$ cat src/rtl/sh_riscv_pkg.sv
// rtl/sh_riscv_pkg.sv - shared RISC-V fetch types and constants
package sh_riscv_pkg;

    localparam int XLEN = 32;
    localparam int ILEN = 32;
    localparam logic [XLEN-1:0] RESET_VECTOR = 32'h8000_0000;
    localparam logic [ILEN-1:0] INSTR_NOP    = 32'h0000_0013;

    typedef struct packed {
        logic [XLEN-1:0] pc;
        logic [ILEN-1:0] instr;
        logic            err;
        logic            filled;
    } fetch_entry_t;

endpackage

$ cat src/rtl/sh_fetch_queue.sv
// rtl/sh_fetch_queue.sv - in-order fetch queue with separate alloc/fill/pop pointers
module sh_fetch_queue
    import sh_riscv_pkg::*;
#(
    parameter int DEPTH = 4,
    localparam int PW = $clog2(DEPTH) + 1
) (
    input  logic            clk,
    input  logic            reset,
    input  logic            alloc,
    input  logic [XLEN-1:0] alloc_pc,
    input  logic            fill,
    input  logic [ILEN-1:0] fill_instr,
    input  logic            fill_err,
    input  logic            pop,
    input  logic            flush,
    output fetch_entry_t    head_entry,
    output logic [PW-1:0]   count,
    output logic [PW-1:0]   pending
);

    localparam int AW = PW - 1;

    fetch_entry_t  mem [DEPTH];
    logic [PW-1:0] head_ptr;
    logic [PW-1:0] fill_ptr;
    logic [PW-1:0] tail_ptr;

    logic [AW-1:0] head_idx;
    logic [AW-1:0] fill_idx;
    logic [AW-1:0] tail_idx;

    assign head_idx = head_ptr[AW-1:0];
    assign fill_idx = fill_ptr[AW-1:0];
    assign tail_idx = tail_ptr[AW-1:0];

    always_ff @(posedge clk or posedge reset) begin
        if (reset) begin
            head_ptr <= '0;
            fill_ptr <= '0;
            tail_ptr <= '0;
            for (int i = 0; i < DEPTH; i++) begin
                mem[i] <= '0;
            end
        end else if (flush) begin
            head_ptr <= '0;
            fill_ptr <= '0;
            tail_ptr <= '0;
            for (int i = 0; i < DEPTH; i++) begin
                mem[i].filled <= 1'b0;
            end
        end else begin
            if (alloc) begin
                mem[tail_idx].pc     <= alloc_pc;
                mem[tail_idx].filled <= 1'b0;
                tail_ptr             <= tail_ptr + PW'(1);
            end
            if (fill) begin
                mem[fill_idx].instr  <= fill_instr;
                mem[fill_idx].err    <= fill_err;
                mem[fill_idx].filled <= 1'b1;
                fill_ptr             <= fill_ptr + PW'(1);
            end
            // Clearing on pop keeps a stale filled bit from showing through once the queue drains.
            if (pop) begin
                mem[head_idx].filled <= 1'b0;
                head_ptr             <= head_ptr + PW'(1);
            end
        end
    end

    assign head_entry = mem[head_idx];
    assign count      = tail_ptr - head_ptr;
    assign pending    = tail_ptr - fill_ptr;

endmodule

$ cat src/rtl/sh_riscv_fetch_q.sv
// rtl/sh_riscv_fetch_q.sv - PC generator, imem request issue and redirect handling
module sh_riscv_fetch_q
    import sh_riscv_pkg::ILEN, sh_riscv_pkg::RESET_VECTOR, sh_riscv_pkg::fetch_entry_t;
#(
    parameter int              XLEN     = 32,
    parameter logic [XLEN-1:0] RESET_PC = RESET_VECTOR,
    parameter int              FQ_DEPTH = 4
) (
    input  logic            clk,
    input  logic            reset,
    input  logic            stall,
    input  logic            redirect_valid,
    input  logic [XLEN-1:0] redirect_pc,
    output logic            imem_req_valid,
    input  logic            imem_req_ready,
    output logic [XLEN-1:0] imem_req_addr,
    input  logic            imem_rsp_valid,
    input  logic [ILEN-1:0] imem_rsp_data,
    input  logic            imem_rsp_err,
    output logic            out_valid,
    input  logic            out_ready,
    output logic [XLEN-1:0] out_pc,
    output logic [ILEN-1:0] out_instr,
    output logic            out_err
);

    localparam int PW = $clog2(FQ_DEPTH) + 1;

    if (FQ_DEPTH < 2 || (FQ_DEPTH & (FQ_DEPTH - 1)) != 0) begin : g_depth_check
        $error("FQ_DEPTH must be a power of 2 and at least 2");
    end

    logic [XLEN-1:0] fetch_pc;
    logic [PW-1:0]   drop_cnt;
    logic [PW-1:0]   count;
    logic [PW-1:0]   pending;
    logic [PW:0]     in_use;
    logic [PW:0]     outstanding;
    logic            req_fire;
    logic            rsp_take;
    logic            pop;
    fetch_entry_t    head_entry;

    // Dropped-but-unreturned requests still occupy memory slots, so they count against the cap.
    assign in_use      = {1'b0, count} + {1'b0, drop_cnt};
    assign outstanding = {1'b0, pending} + {1'b0, drop_cnt};

    assign imem_req_valid = !reset && !stall && !redirect_valid && (in_use < (PW+1)'(FQ_DEPTH));
    assign imem_req_addr  = fetch_pc;
    assign req_fire       = imem_req_valid && imem_req_ready;
    assign rsp_take       = imem_rsp_valid && (drop_cnt == '0) && !redirect_valid;

    assign out_valid = head_entry.filled && !redirect_valid;
    assign pop       = out_valid && out_ready;
    assign out_pc    = head_entry.pc;
    assign out_instr = head_entry.instr;
    assign out_err   = head_entry.err;

    always_ff @(posedge clk or posedge reset) begin
        if (reset) begin
            fetch_pc <= RESET_PC;
            drop_cnt <= '0;
        end else if (redirect_valid) begin
            fetch_pc <= redirect_pc & ~XLEN'(3);
            drop_cnt <= drop_cnt + pending - PW'(imem_rsp_valid);
        end else begin
            if (req_fire) begin
                fetch_pc <= fetch_pc + XLEN'(4);
            end
            if (imem_rsp_valid && (drop_cnt != '0)) begin
                drop_cnt <= drop_cnt - PW'(1);
            end
        end
    end

    always @(posedge clk) begin
        if (!reset) begin
            assert (!(imem_rsp_valid && (outstanding == '0)));
        end
    end

    sh_fetch_queue #(
        .DEPTH (FQ_DEPTH)
    ) u_queue (
        .clk        (clk),
        .reset      (reset),
        .alloc      (req_fire),
        .alloc_pc   (fetch_pc),
        .fill       (rsp_take),
        .fill_instr (imem_rsp_data),
        .fill_err   (imem_rsp_err),
        .pop        (pop),
        .flush      (redirect_valid),
        .head_entry (head_entry),
        .count      (count),
        .pending    (pending)
    );

endmodule

$ cat config.mk
export PLATFORM = sky130hd
export DESIGN_NAME = sh_riscv_fetch_q
export DESIGN_NICKNAME = d
export VERILOG_FILES = /design/src/rtl/sh_riscv_pkg.sv /design/src/rtl/sh_fetch_queue.sv /design/src/rtl/sh_riscv_fetch_q.sv
export SDC_FILE = /design/constraint.sdc
export NUM_CORES = 1
export LEC_CHECK = 0
export ABC_AREA = 1
export CORE_MARGIN = 1
export CORE_UTILIZATION = 52
export CTS_BUF_LIST = sky130_fd_sc_hd__clkbuf_4 sky130_fd_sc_hd__clkbuf_8
export DETAILED_ROUTE_END_ITERATION = 10
export PLACE_DENSITY = 0.78
export SLEW_MARGIN = 5
export SYNTH_ARGS = -nofsm -noshare
export SYNTH_HDL_FRONTEND = slang
export SYNTH_SLANG_ARGS = --single-unit
$ cat constraint.sdc
create_clock -name clk -period 10.9 [get_ports clk]
set_clock_uncertainty 0.15 [all_clocks]
set_input_delay 2.18 -clock clk [delete_from_list [all_inputs] [get_ports clk]]
set_output_delay 2.18 -clock clk [all_outputs]
set_load 0.01 [all_outputs]
; Yosys cells after proc, flatten, opt, wreduce, memory -nomap -nowiden
; Index checks and enable logic that the tools add are counted.
[op_classes]
n_reduce_logical = 21
mul = 0
magnitude_cmp = 7
shifts = 0
add_sub_neg = 10
n_mux = 40
bitwise = 3
div_mod_pow = 0
eq_ne = 0
[ops]
columns = operator, n
row1 = bitwise mux 264 bit, 6
row2 = 2-to-1 mux 264 bit, 5
row3 = demux 66 bit (select 2 bit), 6
row4 = 2-to-1 mux 66 bit, 3
row5 = binary-select mux 66 bit (select 2 bit), 1
row6 = 2-to-1 mux 32 bit, 2
row7 = 2-to-1 mux 34 bit, 1
row8 = adder 32 x 3 -> 32 bit (second input constant), 1
row9 = 2-to-1 mux 3 bit, 8
row10 = logical AND 1 bit, 12
row11 = adder 3 x 1 -> 3 bit (second input constant), 3
row12 = >= comparator 3 bit (second input constant), 3
row13 = less-than comparator 3 x 1 -> 1 bit (second input constant), 3
row14 = inverter 2 -> 3 bit, 3
row15 = nonzero test 2 bit, 4
row16 = 2-to-1 mux 1 bit, 7
row17 = subtractor 3 bit, 2
row18 = adder 3 x 3 -> 4 bit, 1
row19 = less-than comparator 4 x 3 -> 1 bit (second input constant), 1
row20 = adder 3 bit, 1
row21 = logical NOT 1 bit, 3
row22 = logical NOT 3 bit, 1
row23 = nonzero test 3 bit, 1
row24 = subtractor 3 x 1 -> 3 bit, 1
row25 = 2 further kinds, 2
[word_totals]
memories = 0
latch_bits = 0
ram_bits = 0
output_inout_bits = 99
mem_bits_ro = 0
regBits = 308
wordCells = 102

; Longest topological paths before layout
; Gate-level depths: netlist of run 1.
[depth]
ltp_word = 17
mapped_depth = 15
mapped_depth_nobuf = 14

; Hierarchy
; A second synthesis of run 1 with hierarchy kept.
[hier_totals]
hier_cells = 2458
hier_area_um2 = 16950.0
[by_module_without_submodules]
columns = module, cells_each, seq_area_each_um2, area_each_um2, instances
row1 = sh_fetch_queue, 2024, 6831.6, 14236.2, 1
row2 = sh_riscv_fetch_q, 434, 827.0, 2713.9, 1

; Worst setup path after synthesis of run 1
; Ideal clock, no wire load.
[synth_timing]
path_type = input-to-output
startpoint = in redirect_valid
endpoint = out imem_req_valid
setup_slack_ns = 5.756
path_buffers = 0
stages = 3
arrival_ns = 2.814
cell_sequence = inv_2 nand2_2 nor4_1
[synth_via]
elab_chain_len = 3
[synth_lines]
columns = item, line_no
row1 = "start, declared", sh_riscv_fetch_q.sv:12  ; input logic redirect_valid,
row2 = logical NOT 1 bit, sh_riscv_fetch_q.sv:48  ; assign imem_req_valid = !reset && !stall && !redirect_valid && (in_use < (PW+1)'(FQ_DEPTH));
row3 = logical AND 1 bit (2 in series), sh_riscv_fetch_q.sv:48
row4 = "end, declared", sh_riscv_fetch_q.sv:14  ; output logic imem_req_valid,
; Every way passes these cells.

; Worst setup path in the final report of run 1
; Same ends and word-level chain as after synthesis.

==> metrics, run 1 <==
post_cts resized=0; min-delay src=u_queue.mem[173]$_DFFE_PP0P_; slowest stage delay, CP=0.59 ns; Vias per Instance=5.48; Antenna Cells=0; leakage=~0.008 uW; Buf/Inv on CP=4; critical path data arrival time=4.43 ns; clock sink count=just under 300; total vias in the final route=~13000; post-synthesis area per instance=7.99 um2; cts bufs inserted=49; cts hold-fix bufs=0; Post-synth EDFFs=0; RSZ-0062 raised after global routing=no; Post-CTS Setup Inserts=0; worst-case clock buffer depth=3; vias in the first global route=~12000; placed instance count=~2200; share of cells above drive strength 1=0.0658; status=finished, final reports clean; Worst R2R Setup Slack=7.40 ns; first-pass GRT wire length=a little under 60000 um; Reg-to-Reg Start=u_queue.head_ptr[0]$_DFFE_PP0P_; root buf cell=clkbuf_8; worst ir drop on vdd=approximately 95 uV; post-route insts no fill=2286; worst flop-to-flop path endpoint=imem_req_addr[19]$_DFFE_PP0N_; initial core utilization=0.530; f_max=0.148 GHz; final setup fails=0; final hold violation count=0; die area=roughly 28000 um2; most frequent cells in the layout=nand2_1 (482), o21ai_0 (388), dfrtp_1 (295); DP Wirelength=roughly 22000 um; Cells after Synth=about 1800; Total Routed Length=~36000 um; most used flip-flop cell after synthesis=dfrtp_1; Initial DRC Count=around 1200; IO Count=about 170; Synth Warn #=0; Worst Setup SP=redirect_valid; clk slew on worst S/H paths=0.07 ns; peak fanout along the critical path=39; worst reg2reg path depth=12; required time worst endpoint=between 8 and 9 ns; WL per Instance=15.8 um; register area share after synthesis=0.522; detailed-route DRC error count=0; Cell variety after synth=34; Area Overhead vs Synth=19.3%; row count=60; total negative slack=0 ns; max cap viols=0; IO Port Bufs=164; Clk Latency, worst-skew pair=0.58 ns; Worst path depth=6; fin crit period=between 6 and 7 ns; Top Family by Delay on Critical Path=buffers and inverters; final global-route overflow total=0; gr usage total=0.262; leading cell type in the layout, fill and taps excluded=nand2_1; Worst Slack Setup Final=about 4.1 ns; H-tree depth=2; crit path to=imem_req_valid; Placer Congestion=between 0.9 and 1; Setup crit start kind=input pin; layout net count=approximately 2000; min-delay worst type=flop to flop; CP endpoint kind=primary output; ys async rst share=1.00; largest net degree at the start of global routing=around 210; antenna violations before repair=0; Critical Path Slowest Stage Cell=clkdlybuf4s50_1; CTS tree=yes; Crit Path Category=input pin to primary output; CP cell instances=clkdlybuf4s50_1, buf_4, inv_2, nand2_2, nor4_1, clkdlybuf4s50_1; Worst-Margin Slew=~1.2 ns; Pins Over Slew Limit=0; Setup WS pre-CTS=4.09 ns; Worst path most repeated cell=clkdlybuf4s50_1; relative slew slack=0.207; antenna-violating nets left=0; pwr/cell area=201 nW/um2; DIE HEIGHT=168 um; Cell Area, Synth=14300 um2; period utilization=0.620; CORE AREA=around 27000 um2; router iterations before antenna repair=8; die span in x=approximately 170 um; #FFs+latches synth=roughly 300
## tightest hold or removal path, stage by stage, from the launching register on
cell     delay [ns]
dfrtp_1        0.34
nand2_1        0.06
nand2_1        0.05
## how the worst min path moves through the flow
stage                                        end  cells past startpoint  slack, ns
floorplan           u_queue.mem[107]$_DFFE_PP0P_                      2       0.29
global placement    u_queue.mem[174]$_DFFE_PP0P_                      2       0.31
detailed placement  u_queue.mem[107]$_DFFE_PP0P_                      2       0.31
CTS                 u_queue.mem[108]$_DFFE_PP0P_                      2       0.33
global route        u_queue.mem[168]$_DFFE_PP0P_                      2       0.35
finish              u_queue.mem[173]$_DFFE_PP0P_                      2       0.33
## state kept, by name, indices dropped and copies added (netlist names)
name,flops
drop_cnt,3
u_queue.fill_ptr,3
u_queue.mem,256
u_queue.tail_ptr,3
u_queue.head_ptr,3
imem_req_addr,30
## logic make-up after synthesis
family,Yosys count,synth area share
AND/OR/NAND/NOR,751,0.210
AO/OA/AOI/OAI,466,0.170
flip-flops,298,0.522
buffers and inverters,236,0.0673
adder cells (fa/ha/maj),24,0.0236
XOR/XNOR,12,0.00736
other,1,0.000262
## synth_stat cells, types with 2 or more instances
cell | instances | share of area
a21boi_1 | 3 | 0.0016
a21oi_1 | 3 | 0.0011
buf_1 | 3 | 0.00079
buf_2 | 36 | 0.013
buf_4 | 4 | 0.0021
buf_6 | 2 | 0.0016
clkbuf_1 | 68 | 0.018
dfrtp_1 | 297 | 0.52
fa_1 | 5 | 0.0070
ha_1 | 19 | 0.017
inv_1 | 119 | 0.031
inv_2 | 4 | 0.0011
nand2_1 | 486 | 0.13
nand3_1 | 64 | 0.022
nand3b_1 | 2 | 0.0011
nand4_1 | 2 | 0.00088
nand4_2 | 4 | 0.0035
nor2_1 | 184 | 0.048
nor2_4 | 2 | 0.0016
o21ai_0 | 388 | 0.14
o21ai_1 | 7 | 0.0025
o22ai_1 | 64 | 0.028
xnor2_1 | 2 | 0.0012
xor2_1 | 10 | 0.0061
## area by class of cell
cell class | count | area [um2]
inverters | 123 | 470
fillers | 2300 | 9900
repair buffers | 177 | 1750
flip-flops and latches | 298 | 7460
well taps | 341 | 427
clock buffers | 84 | 1010
multi-input cells | 1257 | 5890
clock inverters | 6 | 40.0
## where the power goes
group	internal (uW)	switching (uW)	total, uW
sequential	1300	126	1420
combinational	479	508	987
clock	580	440	1020
## per-stage QoR
step	total power [uW]	hold WS (ns)	util	instance area (um2)
3_5_place_dp	2420	0.310	0.594	16000
5_1_grt	3630	0.346	0.632	17000
3_3_place_gp	2390	0.308	0.594	16000
2_1_floorplan	1950	0.294	-	14300
6_report	3430	0.326	0.632	17000
4_1_cts	3450	0.328	0.632	17000
## per-layer routing
metal	global-route usage	part of all wire	vias to the layer above
met3	0.0383	0.061	62
met1	0.356	0.45	5987
li1	-	-	6054
met4	0.0957	0.026	0
met2	0.427	0.47	430
met5	0	0	-
Note: power is estimated with default switching activity, not from simulation.
==> inputs of run 2 (changes only) <==
CORE_UTILIZATION = 58   (was 52)
PLACE_DENSITY = 0.82   (was 0.78)
clock period = 6.65 ns   (was 10.9 ns; I/O delays follow)
==> run 2 against run 1 <==
First-iteration DRC count grew 0.95%. Non-clock buffer count up 1. Sequential cell count unchanged. Highest routed layer unchanged.
==> metrics, run 2 (synthesized netlist as in run 1, its figures left out) <==
status=finished, final reports clean; Pins Over Slew Limit=0; clk slew on worst S/H paths=0.06 ns; relative slew slack=0.218; root buf cell=clkbuf_8; Clk Latency, worst-skew pair=roughly 0.56 ns; Worst Setup SP=redirect_valid; IO Port Bufs=between 150 and 200; Area Overhead vs Synth=19.3%; H-tree depth=2; router iterations before antenna repair=6; first-pass GRT wire length=59400 um; f_max=about 0.2 GHz; Hold Path Cell Cnt=2; Worst R2R Setup Slack=~3 ns; crit path to=imem_req_valid; share of cells above drive strength 1=0.0639; Crit Path Category=input pin to primary output; leading cell type in the layout, fill and taps excluded=nand2_1; worst flop-to-flop path endpoint=imem_req_addr[9]$_DFFE_PP0N_; post_cts resized=0; Vias per Instance=5.55; required time worst endpoint=5.17 ns; total negative slack=0 ns; leakage=a little over 0.008 uW; die area=about 25000 um2; CORE AREA=between 20000 and 25000 um2; Initial DRC Count=approximately 1200; total vias in the final route=12566; most frequent cells in the layout=nand2_1 (482), o21ai_0 (388), dfrtp_1 (295); Worst-Margin Slew=1.17 ns; die span in x=159 um; cts hold-fix bufs=0; final hold slack=about 0.32 ns; final global-route overflow total=0; pwr/cell area=approximately 330 nW/um2; initial core utilization=0.589; worst reg2reg path depth=12; Placer Congestion=0.989; fin util=0.703; RSZ-0062 raised after global routing=no; row count=57; Biggest register=u_queue.mem; Largest register FFs=between 200 and 300; CP endpoint kind=primary output; Antenna Cells=0; WL per Instance=between 15 and 20 um; IO Count=around 170; fin crit period=a little over 5 ns; DIE HEIGHT=159 um; max cap viols=0; worst ir drop on vdd=~190 uV; final hold violation count=0; gr usage total=0.288; DP Wirelength=about 22000 um; Post-CTS Setup Inserts=0; post-layout power=~5600 uW; largest net degree at the start of global routing=191; detailed-route DRC error count=0; vias in the first global route=12068; CTS tree=yes; clock sink count=between 200 and 300; critical path data arrival time=3.55 ns; layout net count=about 2000; antenna-violating nets left=0; worst-case clock buffer depth=3; period utilization=0.756; final setup fails=0; peak fanout along the critical path=39; Reg-to-Reg Start=u_queue.head_ptr[0]$_DFFE_PP0P_; cts bufs inserted=just under 50; antenna violations before repair=0; min-delay worst type=flop to flop; Setup crit start kind=input pin; Total Routed Length=35900 um
## run 2: cell types whose count changed in the layout (fill, tap and decap cells not counted)
cell	before	now
clkbuf_4	24	19
buf_12	1	2
clkbuf_8	60	58
inv_8	1	0
clkinvlp_4	1	2
bufinv_16	0	2
## run 2: power breakdown
group	switching, uW	total (uW)	internal (uW)
Sequential	212	2340	2130
Combinational	831	1620	786
Clock	705	1680	974
## run 2: final cells by class
type                            count  area, um2
Timing Repair Buffer              178       1770
Inverter                          123        467
Tap cell                          324        405
Fill cell                        1951       7210
Clock inverter                      8        100
Clock buffer                       77        941
Multi-Input combinational cell   1257       5890
Sequential cell                   298       7460
## run 2: worst min path at each step
stage                                             from                      endpoint
after detailed placement  u_queue.mem[173]$_DFFE_PP0P_  u_queue.mem[173]$_DFFE_PP0P_
after global routing      u_queue.mem[173]$_DFFE_PP0P_  u_queue.mem[173]$_DFFE_PP0P_
final                     u_queue.mem[174]$_DFFE_PP0P_  u_queue.mem[174]$_DFFE_PP0P_
after CTS                 u_queue.mem[173]$_DFFE_PP0P_  u_queue.mem[173]$_DFFE_PP0P_
after global placement    u_queue.mem[108]$_DFFE_PP0P_  u_queue.mem[108]$_DFFE_PP0P_
after floorplan           u_queue.mem[107]$_DFFE_PP0P_  u_queue.mem[107]$_DFFE_PP0P_
## run 2: metrics by stage
step	setup slack, ns	std cells	area, um2
6_report	1.62	2265	17000
3_3_place_gp	1.59	2180	16000
5_1_grt	1.46	2265	17000
4_1_cts	1.60	2265	17000
3_5_place_dp	1.59	2180	16000
2_1_floorplan	1.21	1791	14300
## run 2: worst max-delay path, cell delays in order
cell and delay, ns:
clkdlybuf4s50_1 0.39, buf_4 0.27, inv_2 0.52, nand2_2 0.16, nor4_1 0.29, clkdlybuf4s50_1 0.58
## run 2: per-layer routing
metal | global-route usage | up-vias | routed length [um]
li1 | - | 6048 | -
met4 | 0.0997 | 0 | 778
met3 | 0.0482 | 61 | 2520
met5 | 0 | - | 0
met1 | 0.398 | 5981 | 15500
met2 | 0.464 | 476 | 17100
==> inputs of run 3 (changes only) <==
clock period = 4.8 ns   (was 6.65 ns; I/O delays follow)
==> run 3 against run 2 <==
Combinational power rose by 41%. Non-clock buffer count up 9. Global-route usage grew 1.1 points. Hold slack better by 0.0042 ns. Die area unchanged. Largest power group unchanged. Highest routed layer unchanged.
==> metrics, run 3 (synthesized netlist as in run 1, its figures left out) <==
Vias per Instance=5.66; f_max=roughly 0.23 GHz; post-route insts no fill=2276; Post-CTS Setup Inserts=0; IO Count=~170; Clk Latency, worst-skew pair=~0.56 ns; initial core utilization=0.589; gr usage total=0.298; CTS tree=yes; Finished Cell Area=between 15000 and 20000 um2; fin util=0.708; status=finished, final reports clean; min-delay worst type=flop to flop; most frequent cells in the layout=nand2_1 (482), o21ai_0 (388), dfrtp_1 (295); largest net degree at the start of global routing=181; leakage=around 0.0082 uW; period utilization=0.921; post_cts resized=0; Area Overhead vs Synth=20.2%; antenna violations before repair=0; Pins Over Slew Limit=0; Biggest register=u_queue.mem; row count=between 50 and 60; antenna-violating nets left=0; Worst-Margin Slew=between 1 and 1.5 ns; DP Wirelength=23300 um; Initial DRC Count=1400; Reg-to-Reg Start=u_queue.head_ptr[0]$_DFFE_PP0P_; root buf cell=clkbuf_8; RSZ-0062 raised after global routing=no; router iterations before antenna repair=7; Antenna Cells=0; Placer Congestion=just under 1; Worst Setup SP=u_queue.head_ptr[0]$_DFFE_PP0P_; Hold Path Cell Cnt=2; leading cell type in the layout, fill and taps excluded=nand2_1; share of cells above drive strength 1=0.0692; worst ir drop on vdd=between 200 and 250 uV; relative slew slack=0.296; max cap viols=0; fill cell count=around 1900; clk slew on worst S/H paths=0.06 ns; worst-case clock buffer depth=3; peak fanout along the critical path=36; layout net count=2011; die area=between 20000 and 30000 um2; min-delay src=u_queue.mem[180]$_DFFE_PP0P_; Crit Path Category=flop to primary output; first-pass GRT wire length=about 60000 um; die span in x=around 160 um; final hold violation count=0; CORE AREA=24200 um2; cts bufs inserted=48; clock sink count=about 300; fin crit period=roughly 4.4 ns; IO Port Bufs=around 160; Setup crit start kind=flop; critical path data arrival time=roughly 3.3 ns; CP endpoint kind=primary output; final setup fails=0; Total Routed Length=approximately 37000 um; DIE HEIGHT=between 150 and 200 um; total vias in the final route=12881; worst reg2reg path depth=12; cts hold-fix bufs=0; pwr/cell area=between 400 and 500 nW/um2; placed instance count=2189; detailed-route DRC error count=0; WL per Instance=about 16 um; Largest register FFs=256; post-layout power=7970 uW; required time worst endpoint=between 3 and 4 ns; final global-route overflow total=0; DP Area=~16000 um2; H-tree depth=2; vias in the first global route=12561
run 3: cell count changes in the layout (fill, tap and decap cells not counted), sizes merged:
cell	before	now
clkinvlp	2	3
clkinv	4	5
clkbuf	77	79
buf	14	23
inv	123	121
run 3: worst paths after layout:
check	end	slack, ns
worst max-delay path	imem_req_valid	0.38
worst min-delay path	u_queue.mem[180]$_DFFE_PP0P_	0.33
worst min register to register	u_queue.mem[180]$_DFFE_PP0P_	0.33
min in group asynchronous	drop_cnt[1]$_DFFE_PP0P_	0.82
worst max register to register	imem_req_addr[20]$_DFFE_PP0N_	1.21
max in group asynchronous	u_queue.mem[165]$_DFFE_PP0P_	2.74
run 3: layout make-up:
class                      count  area, um2  share of cell area
clock inverter                 8       95.1             0.00554
timing repair buffer         187       1840               0.107
multi-input combinational   1257       5890               0.343
clock buffer                  79       1020              0.0593
tap                          324        405              0.0236
inverter                     123        467              0.0272
sequential                   298       7460               0.435
run 3: power by group:
group	switching (uW)	leakage (uW)	total, uW	internal (uW)
registers	298	0.00402	3240	2950
logic	1180	0.00361	2280	1100
clock network	997	0.000584	2440	1450
run 3: through the flow:
stage | setup WS (ns) | TNS (ns) | hold WS [ns]
after floorplan | -0.268 | -79.67 | 0.294
after global placement | 0.847 | 0 | 0.309
after detailed placement | 0.805 | 0 | 0.318
after CTS | 0.341 | 0 | 0.332
after global routing | 0.161 | 0 | 0.349
final | 0.380 | 0 | 0.328
run 3: metal layers:
layer | track usage | vias to the layer above | part of all wire
met5 | 0 | - | 0
met4 | 0.0992 | 0 | 0.021
met3 | 0.0482 | 68 | 0.072
met2 | 0.496 | 525 | 0.48
met1 | 0.402 | 6218 | 0.42
li1 | - | 6070 | -
run 3: critical path, stage by stage, from the launching register on:
cell and delay [ns]:
dfrtp_4 0.69, ha_1 0.22, inv_1 0.05, fa_1 0.37
xor2_1 0.18, ha_1 0.28, nor2_1 0.09, inv_1 0.07
nor4_1 0.20, clkdlybuf4s50_1 0.59
